<file path="src/rtl/mem_access_stage.sv">
// MEM pipeline stage: runs loads/stores against a req/ack data memory and stalls until done.
// Optional ack-wait abort is compiled in with `define MEM_TIMEOUT_EN.
module mem_access_stage #(
  parameter int ADDR_W         = 32,
  parameter int TIMEOUT_CYCLES = 64
) (
  input  logic              clk,
  input  logic              rst_n,
  input  logic [1:0]        ex_mem_out_RegSrc,
  input  logic              ex_mem_out_RegWrite,
  input  logic              ex_mem_out_MemRead,
  input  logic              ex_mem_out_MemWrite,
  input  logic [31:0]       ex_mem_out_ALUOut_EXEC,
  input  logic [31:0]       ex_mem_out_store_data,
  input  logic [4:0]        ex_mem_out_write_reg_dest,
  input  logic [15:0]       ex_mem_out_immediate,
  output logic              dmem_req,
  output logic              dmem_we,
  output logic [ADDR_W-1:0] dmem_addr,
  output logic [31:0]       dmem_wdata,
  input  logic [31:0]       dmem_rdata,
  input  logic              dmem_ack,
  output logic              mem_stall,
  output logic              mem_misalign,
  output logic              mem_timeout,
  output logic [1:0]        mem_wb_in_RegSrc,
  output logic              mem_wb_in_RegWrite,
  output logic [31:0]       mem_wb_in_ALUOut_EXEC,
  output logic [31:0]       mem_wb_in_Mem_dataOut,
  output logic [4:0]        mem_wb_in_write_reg_dest,
  output logic [15:0]       mem_wb_in_immediate
);

  typedef enum logic [1:0] {S_IDLE, S_WAIT, S_DONE} state_t;

  state_t      r_state;
  state_t      w_state_next;
  logic [31:0] r_rdata;
  logic        r_timed_out;
  logic        w_mem_op;
  logic        w_aligned;
  logic        w_issue;
  logic        w_timeout_hit;

  assign w_mem_op  = ex_mem_out_MemRead | ex_mem_out_MemWrite;
  assign w_aligned = (ex_mem_out_ALUOut_EXEC[1:0] == 2'b00);
  // rst_n gating keeps the request low while reset is held with a memory op upstream
  assign w_issue   = rst_n && (r_state == S_IDLE) && w_mem_op && w_aligned;

`ifdef MEM_TIMEOUT_EN
  localparam int CNT_W = $clog2(TIMEOUT_CYCLES + 1);
  logic [CNT_W-1:0] r_cnt;

  always_ff @(posedge clk or negedge rst_n) begin
    if (!rst_n)                r_cnt <= '0;
    else if (r_state != S_WAIT) r_cnt <= '0;
    else                        r_cnt <= r_cnt + 1'b1;
  end

  assign w_timeout_hit = (r_state == S_WAIT) && !dmem_ack &&
                         (r_cnt == CNT_W'(TIMEOUT_CYCLES - 1));
`else
  logic w_unused_cfg;
  assign w_unused_cfg  = (TIMEOUT_CYCLES > 0);
  assign w_timeout_hit = 1'b0;
`endif

  always_ff @(posedge clk or negedge rst_n) begin
    if (!rst_n) begin
      r_state     <= S_IDLE;
      r_rdata     <= 32'h0;
      r_timed_out <= 1'b0;
    end else begin
      r_state     <= w_state_next;
      r_timed_out <= w_timeout_hit;
      if ((w_issue || r_state == S_WAIT) && dmem_ack)
        r_rdata <= ex_mem_out_MemWrite ? 32'h0 : dmem_rdata;
      else if (w_timeout_hit)
        r_rdata <= 32'hDEAD_BEEF;
    end
  end

  always_comb begin
    w_state_next = r_state;
    case (r_state)
      S_IDLE:  if (w_issue) w_state_next = dmem_ack ? S_DONE : S_WAIT;
      S_WAIT:  if (dmem_ack || w_timeout_hit) w_state_next = S_DONE;
      S_DONE:  w_state_next = S_IDLE;
      default: w_state_next = S_IDLE;
    endcase
  end

  always_comb begin
    dmem_req                 = 1'b0;
    dmem_we                  = 1'b0;
    dmem_addr                = {ex_mem_out_ALUOut_EXEC[ADDR_W-1:2], 2'b00};
    dmem_wdata               = ex_mem_out_store_data;
    mem_stall                = 1'b0;
    mem_misalign             = 1'b0;
    mem_timeout              = 1'b0;
    mem_wb_in_RegSrc         = ex_mem_out_RegSrc;
    mem_wb_in_RegWrite       = ex_mem_out_RegWrite;
    mem_wb_in_ALUOut_EXEC    = ex_mem_out_ALUOut_EXEC;
    mem_wb_in_Mem_dataOut    = 32'h0;
    mem_wb_in_write_reg_dest = ex_mem_out_write_reg_dest;
    mem_wb_in_immediate      = ex_mem_out_immediate;
    case (r_state)
      S_IDLE: begin
        if (rst_n && w_mem_op) begin
          mem_wb_in_RegWrite = 1'b0;
          if (!w_aligned) begin
            mem_misalign = 1'b1;
          end else begin
            dmem_req  = 1'b1;
            dmem_we   = ex_mem_out_MemWrite;
            mem_stall = 1'b1;
          end
        end
      end
      S_WAIT: begin
        dmem_req           = 1'b1;
        dmem_we            = ex_mem_out_MemWrite;
        mem_stall          = 1'b1;
        mem_wb_in_RegWrite = 1'b0;
      end
      S_DONE: begin
        // stores (including MemRead+MemWrite) never write back
        mem_wb_in_RegWrite    = ex_mem_out_RegWrite & ~ex_mem_out_MemWrite & ~r_timed_out;
        mem_wb_in_Mem_dataOut = r_rdata;
        mem_timeout           = r_timed_out;
      end
      default: ;
    endcase
  end

endmodule

</file>
<file path="config.mk">
export PLATFORM = sky130hd
export DESIGN_NAME = mem_access_stage
export DESIGN_NICKNAME = d
export VERILOG_FILES = /design/src/rtl/mem_access_stage.sv
export SDC_FILE = /design/constraint.sdc
export NUM_CORES = 1
export LEC_CHECK = 0
export ABC_AREA = 1
export BUFFER_PORTS_ARGS = -buffer_cell sky130_fd_sc_hd__buf_2
export CORE_AREA = 3 3 107 109
export CTS_CLUSTER_DIAMETER = 150
export CTS_CLUSTER_SIZE = 10
export DETAILED_ROUTE_END_ITERATION = 6
export DIE_AREA = 0 0 110 112
export MAX_ROUTING_LAYER = met4
export PLACE_DENSITY = 0.65
export RECOVER_POWER = 50
export SYNTH_ARGS = -nofsm -noshare
export SYNTH_HDL_FRONTEND = slang
export SYNTH_SLANG_ARGS = --single-unit
</file>
<file path="constraint.sdc">
create_clock -name clk -period 1.15 [get_ports clk]
set_input_delay 0.115 -clock clk [delete_from_list [all_inputs] [get_ports clk]]
set_output_delay 0.115 -clock clk [all_outputs]
set_load 0.02 [all_outputs]
</file>
==> results.ini <==
[sta]
clock_skew_ns=0.00752
whs_ns=0.141
post-route-period-util_pct=135
finalCriticalPeriod_ns=1.56
worst_slew_pin_slew_ns=0.519
max_freq_mhz=642
setup_slack_ns=-0.408
hold_viol=0
slew_violations=0
setup_tns_ns=-23.39
maxSlewHeadroom_pct=65.4
final-setup-viol-count=71
rsz0062_at_grt=yes

[cells_and_area]
drive_gt1_share_pct=46.1
area_delta_synth_final_pct=21.7
final_nets=534
regArea_um2=852
multi_input_area_mm2=0.00108
nFillCells=1114
final_util_pct=32.9

[synth]
ys_ff_latch=34
synth-seq-area-share_pct=29.4
yosys_warnings=0
synthArstFlopShare_pct=100
ys_types=20
syn_inst=426
synth.avg_cell_area_um2=6.80
synth_edf_count=0
synth_area_mm2=0.00290
yosys_most_used_dff=dfrtp_1

[run_status]
status=complete, but fails checks
violations=negative setup slack

[global_route]
grt_pass1_wl_mm=12.0
antenna_found_initial=1
grt_usage_pct=13.0
grt_max_degree=35
overflow=0
grt_pass1_vias=2241

[worst_setup_path]
critPathArrivalTime_ns=1.44
worstPathRequired_ns=1.03
worst_path_max_delay_cell=dfrtp_2
crit_path_start_kind=flop
critPathMaxFanout=4
crit_type=reg -> out
endpoint_kind=primary output
worstPathCellList=buf_6 -> inv_6 -> nor2_4 -> inv_2 -> nand3_2 -> a31oi_1 -> buf_4
r2r_slack_ns=-0.38
cp_slowest_stage_delay_ns=0.45

[detailed_routing]
vias_per_cell=4.10
wire_per_inst_um=15.5
drcViolationCount=0
postRouteAntennaNets=0
drt_wl_total_mm=8.53
via_count=2252
drt_iter0_drc=106
dr.pass1.iters=4

[pwr]
vdd_drop_max_v=0.000657
power_density_mw_per_mm2=1090
p_leak_nw=1.82

[placed_design]
port-buffer-count=78
routabilityCongestion=0.759
hpwl_mm=5.37

[cts]
cts_buffers=5
cts_max_level=2
cts_root_buf=clkbuf_8
insertion_delay_ns=0.28
clockBufferDepth=2
cts_sinks=34
clkSlewWorstSetupHoldPaths_ns=0.07
cts_tree=built

[job]
cap_violations=0

[floorplan]
die_w_um=110
dieHeight_um=112
io-pin-count=282
core_mm2=0.0107
initial_core_util_pct=27.1
rows=38
design.die.area_mm2=0.0123

[hold_path]
hp-class=in -> reg

## report_power, final
group          switching [W]  leakage [nW]  internal (W)
Sequential          0.000131         0.456       0.00142
Combinational       0.000780          1.32      0.000626
Clock               0.000412        0.0431      0.000462
## routing by layer
layer,share of wire [%],GRT usage [%]
met5,0,-
met4,2.9,4.49
met2,51,21.8
met1,39,15.0
met3,7.6,3.25
## metrics by stage
step / total power (W) / setup slack (ns) / instance area, um2 / cells
3_5_place_dp: 0.00252 / -0.225 / 2750 / 520
5_1_grt: 0.00408 / -0.464 / 3520 / 549
4_1_cts: 0.00369 / -0.383 / 3280 / 539
3_3_place_gp: 0.00249 / -0.189 / 2750 / 520
2_1_floorplan: 0.00277 / -0.123 / 3040 / 428
6_report: 0.00383 / -0.408 / 3520 / 549
## repair_timing
| item | CTS | global route |
|---|---|---|
| resized for setup | 86 | 28 |
| setup buffers | 9 | 4 |
| endpoints found under the setup margin | 71 | 71 |
| cloned | 3 | 5 |
| hold buffers | 1 | 0 |
| pin swaps | 15 | 6 |
| endpoints found under the hold margin | 34 | 0 |
## worst max-delay path, delay by kind of cell (launching register included)
kind	cells	cell delay, ns
AO/OA/AOI/OAI	1	0.18
buffers and inverters	4	0.45
flip-flops	1	0.45
AND/OR/NAND/NOR	2	0.10
## worst paths after layout
path / start / to / cells past startpoint
max: r_state[0]$_DFFE_PN0P_ / mem_wb_in_RegWrite / 7
max in group asynchronous: rst_n / r_state[0]$_DFFE_PN0P_ / 3
min in group asynchronous: rst_n / r_rdata[25]$_DFFE_PN0P_ / 3
min: dmem_rdata[21] / r_rdata[21]$_DFFE_PN0P_ / 5
max reg2reg: r_state[0]$_DFFE_PN0P_ / r_rdata[8]$_DFFE_PN0P_ / 9
min reg2reg: r_rdata[2]$_DFFE_PN0P_ / r_rdata[2]$_DFFE_PN0P_ / 2
## cell type report
type                            instances  area share [%]
Antenna cell                            1          0.0710
Clock buffer                            6            2.34
Inverter                               73            7.99
Multi-Input combinational cell        183            30.5
Sequential cell                        34            24.2
Tap cell                              140            4.97
Timing Repair Buffer                  112            29.9
## cells in the final DEF, fill, tap and decap left out
cell type,netlist,final
conb_1,1,3
buf_4,122,34
nand3_2,1,24
a21oi_1,1,1
nor2_4,0,15
nand2_4,1,1
clkbuf_16,0,4
diode_2,0,1
nor4_4,0,1
inv_1,69,67
a31oi_1,1,1
inv_2,4,4
nand3_1,34,10
nand2_2,1,3
dlygate4sd3_1,0,1
inv_6,0,1
buf_8,0,2
nor2_2,1,17
buf_12,0,7
nand3_4,0,1
nand2_1,69,67
buf_16,0,2
dfrtp_2,0,1
a211oi_2,0,1
buf_6,3,20
o21ai_4,1,1
inv_4,0,1
nor2_1,68,37
buf_2,7,41
dfrtp_1,34,33
clkbuf_8,0,6
bufbuf_16,0,1
## flip-flops by register name, summed over array words and instances, names as in the netlist
| name | flops |
|---|---|
| r_rdata | 32 |
| r_state | 2 |
## cell usage after synthesis (3+ instances only)
master	number	area [um2]
buf_2	7	35.0
buf_4	122	916
buf_6	3	33.8
clkbuf_1	6	22.5
dfrtp_1	34	851
inv_1	69	259
inv_2	4	15.0
nand2_1	69	259
nand3_1	34	170
nor2_1	68	255
## logic make-up after synthesis
logic type             share of synthesized area, %
buffers and inverters                          44.3
other                                         0.130
AND/OR/NAND/NOR                                25.0
flip-flops                                     29.4
AO/OA/AOI/OAI                                  1.21
Note: power is estimated with default switching activity, not from simulation.
